`src/rtl/disp_scan_ctrl_pkg.sv`:
```
// ---------------------------------------------------------------------------
// disp_pkg
// Shared definitions for the 4-digit display scan controller:
//   state_t      - scan FSM state encoding (IDLE / SHOW / BLANK)
//   NUM_DIGITS   - number of multiplexed digits
//   SEL_W        - width of the digit index driven to decoder2to4
//   get_nibble() - pulls digit i out of the packed 16-bit digit bus
// ---------------------------------------------------------------------------
package disp_pkg;

    localparam int NUM_DIGITS = 4;
    localparam int SEL_W      = 2;

    typedef enum logic [1:0] {
        IDLE  = 2'd0,
        SHOW  = 2'd1,
        BLANK = 2'd2
    } state_t;

    // Digit i lives in bus[4*i+3:4*i].
    function automatic logic [3:0] get_nibble(input logic [15:0]      bus,
                                              input logic [SEL_W-1:0] idx);
        return bus[{idx, 2'b00} +: 4];
    endfunction

endpackage

```
`src/rtl/disp_scan_ctrl_scan_prescaler.sv`:
```
// ---------------------------------------------------------------------------
// scan_prescaler
// Slot counter for the display scan. Counts 0..CLK_DIV-1 and wraps; the
// clear input holds it at 0 (scan stopped or waiting to start).
// Ports:
//   clk, rst_n    - clock, async active-low reset
//   i_clr         - synchronous clear to 0
//   o_cnt         - current position inside the slot
//   o_show_end    - last visible cycle of the slot (cnt == CLK_DIV-BLANK_CYC-1)
//   o_slot_end    - last cycle of the slot (cnt == CLK_DIV-1)
// ---------------------------------------------------------------------------
module scan_prescaler #(
    parameter int CLK_DIV   = 50000,
    parameter int BLANK_CYC = 500,
    parameter int CW        = $clog2(CLK_DIV)
) (
    input  logic          clk,
    input  logic          rst_n,
    input  logic          i_clr,
    output logic [CW-1:0] o_cnt,
    output logic          o_show_end,
    output logic          o_slot_end
);

    localparam logic [CW-1:0] SHOW_LAST = CW'(CLK_DIV - BLANK_CYC - 1);
    localparam logic [CW-1:0] SLOT_LAST = CW'(CLK_DIV - 1);

    logic [CW-1:0] r_cnt;
    logic          w_slot_end;

    assign w_slot_end = (r_cnt == SLOT_LAST);

    always_ff @(posedge clk or negedge rst_n) begin
        if (!rst_n)
            r_cnt <= '0;
        else if (i_clr || w_slot_end)
            r_cnt <= '0;
        else
            r_cnt <= r_cnt + CW'(1);
    end

    assign o_cnt      = r_cnt;
    assign o_show_end = (r_cnt == SHOW_LAST);
    assign o_slot_end = w_slot_end;

endmodule

```
`src/rtl/disp_scan_ctrl.sv`:
```
// ---------------------------------------------------------------------------
// disp_scan_ctrl
// Time-multiplexed scan controller for a 4-digit display, feeding
// decoder2to4. Each slot shows one digit for CLK_DIV-BLANK_CYC cycles, then
// forces the digit off for BLANK_CYC cycles to suppress ghosting. Masked
// digits are still scanned (constant duty) but never enabled.
// Ports:
//   clk, rst_n   - clock, async active-low reset
//   run          - 1 = scanning, 0 = stopped with all outputs off
//   digit_data   - four nibbles, digit i = digit_data[4i+3:4i]
//   dp_in        - decimal point per digit
//   digit_mask   - per-digit enable
//   sel, sel_en  - digit index / enable to decoder2to4
//   digit_out    - nibble of the current digit
//   dp_out       - decimal point of the current digit
//   frame_tick   - 1-cycle pulse whenever the scan (re)starts at digit 0
// All outputs are registered.
// ---------------------------------------------------------------------------
module disp_scan_ctrl
    import disp_pkg::*;
#(
    parameter int CLK_DIV   = 50000,
    parameter int BLANK_CYC = 500
) (
    input  logic             clk,
    input  logic             rst_n,
    input  logic             run,
    input  logic [15:0]      digit_data,
    input  logic [3:0]       dp_in,
    input  logic [3:0]       digit_mask,
    output logic [SEL_W-1:0] sel,
    output logic             sel_en,
    output logic [3:0]       digit_out,
    output logic             dp_out,
    output logic             frame_tick
);

    localparam int            CW        = $clog2(CLK_DIV);
    localparam logic [CW-1:0] SHOW_LAST = CW'(CLK_DIV - BLANK_CYC - 1);
    localparam bit            NO_BLANK  = (BLANK_CYC == 0);

    state_t           r_state;
    logic [SEL_W-1:0] r_sel;
    logic             r_sel_en;
    logic [3:0]       r_digit;
    logic             r_dp;
    logic             r_frame_tick;

    logic [CW-1:0]    w_cnt;
    logic             w_show_end;
    logic             w_slot_end;
    logic             w_clr;
    logic [SEL_W-1:0] w_next_sel;

    // Counter is held at 0 while idle so the first SHOW cycle is cnt=0.
    assign w_clr = !run || (r_state == IDLE);

    scan_prescaler #(
        .CLK_DIV   (CLK_DIV),
        .BLANK_CYC (BLANK_CYC),
        .CW        (CW)
    ) u_prescaler (
        .clk        (clk),
        .rst_n      (rst_n),
        .i_clr      (w_clr),
        .o_cnt      (w_cnt),
        .o_show_end (w_show_end),
        .o_slot_end (w_slot_end)
    );

    // Digit to load on the next SHOW entry: 0 when starting from IDLE,
    // otherwise the following digit (wraps 3 -> 0 naturally in 2 bits).
    assign w_next_sel = (r_state == IDLE) ? '0 : r_sel + SEL_W'(1);

    always_ff @(posedge clk or negedge rst_n) begin
        if (!rst_n) begin
            r_state      <= IDLE;
            r_sel        <= '0;
            r_sel_en     <= 1'b0;
            r_digit      <= '0;
            r_dp         <= 1'b0;
            r_frame_tick <= 1'b0;
        end else if (!run) begin
            r_state      <= IDLE;
            r_sel        <= '0;
            r_sel_en     <= 1'b0;
            r_digit      <= '0;
            r_dp         <= 1'b0;
            r_frame_tick <= 1'b0;
        end else begin
            r_frame_tick <= 1'b0;
            case (r_state)
                IDLE, BLANK: begin
                    // IDLE starts immediately; BLANK waits for the slot end.
                    if (r_state == IDLE || w_slot_end) begin
                        r_state      <= SHOW;
                        r_sel        <= w_next_sel;
                        r_sel_en     <= digit_mask[w_next_sel];
                        r_digit      <= get_nibble(digit_data, w_next_sel);
                        r_dp         <= dp_in[w_next_sel];
                        r_frame_tick <= (w_next_sel == '0);
                    end
                end
                SHOW: begin
                    if (NO_BLANK && w_slot_end) begin
                        // No gap configured: step straight to the next digit.
                        r_sel        <= w_next_sel;
                        r_sel_en     <= digit_mask[w_next_sel];
                        r_digit      <= get_nibble(digit_data, w_next_sel);
                        r_dp         <= dp_in[w_next_sel];
                        r_frame_tick <= (w_next_sel == '0);
                    end else if (w_show_end) begin
                        // Digit index and data are held through the gap.
                        r_state  <= BLANK;
                        r_sel_en <= 1'b0;
                    end
                end
                default: r_state <= IDLE;
            endcase
        end
    end

    assign sel        = r_sel;
    assign sel_en     = r_sel_en;
    assign digit_out  = r_digit;
    assign dp_out     = r_dp;
    assign frame_tick = r_frame_tick;

    // Blanking must only ever occupy the tail of the slot, and the digit
    // enable must be off whenever the digit is not being shown.
    a_blank_tail: assert property (@(posedge clk) disable iff (!rst_n)
        (r_state == BLANK) |-> (w_cnt > SHOW_LAST));
    a_en_only_show: assert property (@(posedge clk) disable iff (!rst_n)
        (r_state != SHOW) |-> !r_sel_en);

endmodule

```
`config.mk`:
```
export PLATFORM = sky130hd
export DESIGN_NAME = disp_scan_ctrl
export DESIGN_NICKNAME = d
export VERILOG_FILES = /design/src/rtl/disp_scan_ctrl_pkg.sv /design/src/rtl/disp_scan_ctrl_scan_prescaler.sv /design/src/rtl/disp_scan_ctrl.sv
export SDC_FILE = /design/constraint.sdc
export NUM_CORES = 1
export LEC_CHECK = 0
export ABC_AREA = 1
export ABC_CLOCK_PERIOD_IN_PS = 1500
export BUFFER_PORTS_ARGS = -buffer_cell sky130_fd_sc_hd__clkbuf_2
export CORE_MARGIN = 5
export CORE_UTILIZATION = 35
export CTS_BUF_LIST = sky130_fd_sc_hd__clkbuf_4
export DETAILED_ROUTE_END_ITERATION = 16
export PLACE_DENSITY = 0.6
export SLEW_MARGIN = 20
export SYNTH_ARGS = -nofsm -noshare
export SYNTH_HDL_FRONTEND = slang
export SYNTH_SLANG_ARGS = --single-unit
```
`constraint.sdc`:
```
create_clock -name clk -period 1.5 [get_ports clk]
set_clock_uncertainty 0.1 [all_clocks]
set_input_delay 0.15 -clock clk [delete_from_list [all_inputs] [get_ports clk]]
set_output_delay 0.15 -clock clk [all_outputs]
set_load 0.05 [all_outputs]
```
---- Word level (Yosys, flattened, before mapping) ----
Index checks and enable logic that the tools add are counted.
W data, S select, Z words.
storage, ports and cells
  register bits ........................... 27
  bits of input ports ..................... 27
  word-level logic and storage cells ...... 56
operators by class
  multiplexer cells ....................... 26
  eq/ne operators ......................... 9
  reduce and logical (&&, ||, !) cells .... 10
  shift-type cells ........................ 1
  add/subtract/negate cells ............... 2
  order comparisons ....................... 1
operators by type and width
  kind                     number
  $eq A16 B16 Y1 const B   2
  $add A16 B1 Y16 const B  1
  $mux W16                 1
  $shiftx A16 B5 Y4        1
  $mux W2                  7
  $mux W4                  3
  $mux W1                  11
  $bmux W1 S2              2
  $logic_not A2 Y1         2
  $ne A2 B1 Y1 const B     2
  $pmux W2 S2              1
  $reduce_and A2 Y1        2
  $logic_or A1 B1 Y1       3
  $lt A2 B3 Y1 const B     1
  $ne A3 B1 Y1 const B     1
  $ne A3 B2 Y1 const B     1
  $ne A3 B3 Y1 const B     1
  $reduce_and A3 Y1        1
  $add A2 B1 Y2 const B    1
  $eq A2 B1 Y1 const B     1
  $eq A2 B2 Y1 const B     1
  $pmux W1 S2              1
  $reduce_or A2 Y1         1
  $logic_not A1 Y1         1

---- Longest topological paths before layout ----
  depth in word-level cells ............... 7
  mapped depth ............................ 9
  gate-level depth less buffers ........... 9

---- Hierarchy ----
Synthesis repeated with hierarchy kept, for this count alone.
second synthesis, totals
  cells, all modules ...................... 231
  area, all modules ....................... 1636.6 sq um
by module, submodules not included
  module          cells each  area each (sq um)  instances  seq. area each (sq um)
  scan_prescaler  122         914.6              1          400.4
  disp_scan_ctrl  109         721.9              1          275.3

---- Worst setup path before layout ----
No wires, ideal clock.
  path kind ............................... register to register
  start point ............................. register r_sel[0] (netlist: sel[0])
  end point ............................... register r_digit[1] (netlist: digit_out[1])
  stages on the path, launching flop included .. 10
  path slack .............................. -0.158 ns
  clock period less this slack ............ 1.658 ns
  setup time .............................. 0.066 ns
  buffers on the path ..................... 1
  data arrival time ....................... 1.492 ns
  cells stage by stage .................... dfrtp_1 inv_1 nand2_1 nand3_4 buf_6 nor2_1 o21ai_0 nand2_1 nand3_1 nand2_1
between the ends
  cells in the longest elaborated chain, start to end .. 6
ends and longest elaborated chain
  element                 RTL line                  RTL
  start, declared         disp_scan_ctrl.sv:43      logic [SEL_W-1:0] r_sel;
  start signal, assigned  disp_scan_ctrl.sv:97      r_sel <= w_next_sel;
  start signal, assigned  disp_scan_ctrl.sv:107     r_sel <= w_next_sel;
  $add A2 B1 Y2           disp_scan_ctrl.sv:73      assign w_next_sel = (r_state == IDLE) ? '0 : r_sel + SEL_W'(1);
  $mux W2                 disp_scan_ctrl.sv:73
  $shiftx A16 B5 Y4       disp_scan_ctrl_pkg.sv:23  return bus[{idx, 2'b00} +: 4];
  $mux W4                 disp_scan_ctrl.sv:95      if (r_state == IDLE || w_slot_end) begin
  $mux W4                 disp_scan_ctrl.sv:92      case (r_state)
  $mux W4                 disp_scan_ctrl.sv:83      end else if (!run) begin
  end signal, assigned    disp_scan_ctrl.sv:99      r_digit <= get_nibble(digit_data, w_next_sel);
  end signal, assigned    disp_scan_ctrl.sv:109     r_digit <= get_nibble(digit_data, w_next_sel);
  end, declared           disp_scan_ctrl.sv:45      logic [3:0] r_digit;
No other way between the ends. The select of a mux whose other input is x is not followed.
A chain may end at the register's enable or synchronous reset.

---- Worst setup path in the final report ----
  start point ............................. register u_prescaler.r_cnt[0] (netlist: u_prescaler.o_cnt[0])
  end point ............................... register r_sel[0] (netlist: sel[0])
between the ends
  cells in the longest elaborated chain, start to end .. 4
ends and longest elaborated chain
  element                             RTL line                             RTL
  start, declared                     disp_scan_ctrl_scan_prescaler.sv:28  logic [CW-1:0] r_cnt;
  start signal, assigned              disp_scan_ctrl_scan_prescaler.sv:39  r_cnt <= r_cnt + CW'(1);
  $eq A16 B16 Y1                      disp_scan_ctrl_scan_prescaler.sv:31  assign w_slot_end = (r_cnt == SLOT_LAST);
  $logic_or A1 B1 Y1                  disp_scan_ctrl.sv:95
  $ne A2 B1 Y1 (no source line)       n/a
  $reduce_and A2 Y1 (no source line)  n/a
No other way between the ends.

==> out/qor.yml <==
hpwl_um: 3060
syn_to_final_growth_pct: 32.9
rr_endpoint: "sel[0]"
layout-drive-gt1-share_pct: 35.3
cp.arrival_ns: 1.61
crit_path_top_delay_cell: "dfrtp_1"
grt_max_degree: 19
grt_pass1_vias: 1478
status: "finished, final reports clean"
cts_buffers: 3
clockBufferDepth: 2
irDropWorstVdd_uv: 896
clockRootBuffer: "clkbuf_4"
clock.fmax_ghz: 0.674
seqCellArea_um2: 682
instances_no_fill: 362
overflow: 0
finalCritPeriodShare_pct: 98.8
layout.cells.most_common: "nand2_1"
crit_type: "flip-flop to flip-flop"
vias_per_cell: 4.42
p_comb_share_pct: 56.2
tightest_slew_ns: 0.374
grt_pass1_wl_um: 6400
vias: 1601
synth_area_mm2: 0.00170
relSlewSlack_pct: 75.1
placed_cell_area_mm2: 0.00209
start_util_pct: 36.1
worstPathRequired_ns: 1.62
grt_util_all_layers_pct: 12.5
fillCellCount: 478
detail-route-antenna-nets: 0
synth_nets: 260
setup_viol: 0
wirelength_um: 3950
dp_cells: 350
ys_types: 27
multi_input_area_um2: 943
gp_congestion: 0.815
reg2reg_depth: 8
core-area_mm2: 0.00472
mostFrequentLayoutCells: "nand2_1, nor2_1, clkbuf_2"
pwr-share-seq_pct: 32.8
crit_fanout: 8
synth_cells: 232
startpoint: "u_prescaler.o_cnt[0]"
dr.pass1.iters: 4
finalCriticalPeriod_ns: 1.48
clk_pin_slew_ns: 0.15
io_buffers: 35
pwr-share-clk_pct: 11.0
cellLeakagePower_nw: 1.15
cts_sinks: 27
wl_per_cell_um: 10.9
synth_flop_cell: "dfrtp_1"
internal-power_mw: 1.50
critPathCapture: "sel[0]"
n_antenna_cell: 0
r2r-start: "u_prescaler.o_cnt[0]"
p_sw_mw: 1.43
tritoncts: "done"
hold_violations: 0
seq_area_frac_synth_pct: 39.6
clock_latency_ns: 0.32
nets: 324
syn_avg_cell_area_um2: 7.35
drt-initial-drc-count: 39
io_pins: 36
maxSlewViolCount: 0
start_kind: "flip-flop"
hp-class: "input port to flip-flop"
die_area_mm2: 0.00636
reg2reg_slack_ns: 0.02
p_per_area_mw_per_mm2: 1290
end_kind: "flip-flop"
drc: 0
yosysWarnings: 0
die_w_um: 79.8
critPathMaxStageDelay_ns: 0.40
drv_cap: 0
rows: 25
synth-seq-cells: 27
cts_htree_levels: 1
antenna_found_initial: 0
crit_chain: "ha_2 -> nand3_2 -> nor2_2 -> nand2_2 -> nand3_4 -> nand2_4 -> nand2_1 -> o21ai_1"
switching_share_pct: 48.9
synthArstFlopShare_pct: 100
synth-edff-count: 0
stdcell_area_mm2: 0.00226
grt_setup_unrepaired: "yes"
die_y_um: 79.8
worst min path at each step:
stage | start | to | slack [ns] | cells after the start
finish | digit_data[9] | digit_out[1] | 0.08 | 5
global route | digit_data[9] | digit_out[1] | 0.07 | 5
CTS | run | u_prescaler.o_cnt[14] | 0.04 | 3
detailed placement | rst_n | u_prescaler.o_cnt[9] | -0.01 | 1
global placement | rst_n | u_prescaler.o_cnt[9] | -0.02 | 1
floorplan | rst_n | digit_out[0] | -0.25 | 0
power by group through the flow:
| stage | clock network (mW) | logic [mW] | registers, mW |
|---|---|---|---|
| global placement | 0 | 1.55 | 0.978 |
| finish | 0.321 | 1.65 | 0.962 |
| CTS | 0.336 | 1.58 | 0.965 |
| global route | 0.366 | 1.81 | 0.982 |
| floorplan | 0 | 0.858 | 1.32 |
| detailed placement | 0 | 1.56 | 0.976 |
synth_stat cells (2+ instances only):
master | n | share of area, %
nand2_1 | 59 | 13
nor2_1 | 45 | 9.9
o21ai_0 | 5 | 1.5
dfrtp_1 | 27 | 40
nor3b_1 | 2 | 0.88
nand3_1 | 16 | 4.7
xor2_1 | 8 | 4.1
buf_6 | 3 | 2.0
nand2_4 | 3 | 2.0
o21ai_1 | 3 | 0.88
inv_2 | 5 | 1.1
nor2_2 | 2 | 0.73
nand4_1 | 4 | 1.5
nand2_2 | 3 | 1.1
inv_1 | 28 | 6.2
a21oi_1 | 4 | 1.2
o211ai_1 | 4 | 1.8
nand3_4 | 2 | 2.1
stage by stage:
stage               power [mW]  hold slack, ns  worst slack [ns]  TNS, ns  util [%]
finish                    2.93          0.0759            0.0173        0      47.9
global route              3.16          0.0742           -0.0739   -0.724      47.9
CTS                       2.88          0.0387            0.0120        0      45.4
detailed placement        2.54         -0.0138           -0.0269  -0.0620      44.2
global placement          2.53         -0.0196            0.0457        0      44.2
floorplan                 2.18          -0.246            0.0188        0         -
timing repair:
action                                 in CTS  in global routing
setup buffers                               1                  6
resized for setup                           3                 22
endpoints found under the hold margin      27                  0
pin swaps                                   2                 13
setup endpoints to repair                  16                 25
hold buffers                                1                  0
critical path: cells and delay by family, from the launching register on:
family | cells | cell delay (ns)
and+or+nand+nor | 6 | 0.62
AOI/OAI and AO/OA | 1 | 0.06
DFF | 1 | 0.40
adders and majority gates | 1 | 0.20
final cells by class:
type,count,share of cell area (%)
clock buffer,3,0.994
clock inverter,1,0.221
inverter,33,5.47
multi-input combinational,169,41.7
sequential,27,30.1
tap,67,3.70
timing repair buffer,62,17.8
state kept, by name, summed over array words and instances (netlist names):
| name | cells |
|---|---|
| u_prescaler.o_cnt | 16 |
| digit_out | 4 |
| r_state | 2 |
| sel | 2 |
| dp_out | 1 |
| frame_tick | 1 |
| sel_en | 1 |
cells by family (layout without fill, tap and decap cells):
kind of cell / Yosys count / after routing / synth area share [%]
AO/OA/AOI/OAI: 19 / 19 / 6.90
XOR/XNOR: 9 / 9 / 4.63
adder cells (fa/ha/maj): 1 / 1 / 0.734
buffers and inverters: 36 / 99 / 9.25
flip-flops: 27 / 27 / 39.6
AND/OR/NAND/NOR: 140 / 140 / 38.8
metal layers:
metal  GRT usage (%)  wire length, µm  up-vias
met5               0                0        -
met3            1.69               95        4
li1                -                -      846
met2            20.9             1960       24
met4            3.04               62        0
met1            17.1             1840      727
No activity file was read; power rests on OpenSTA's default activity.
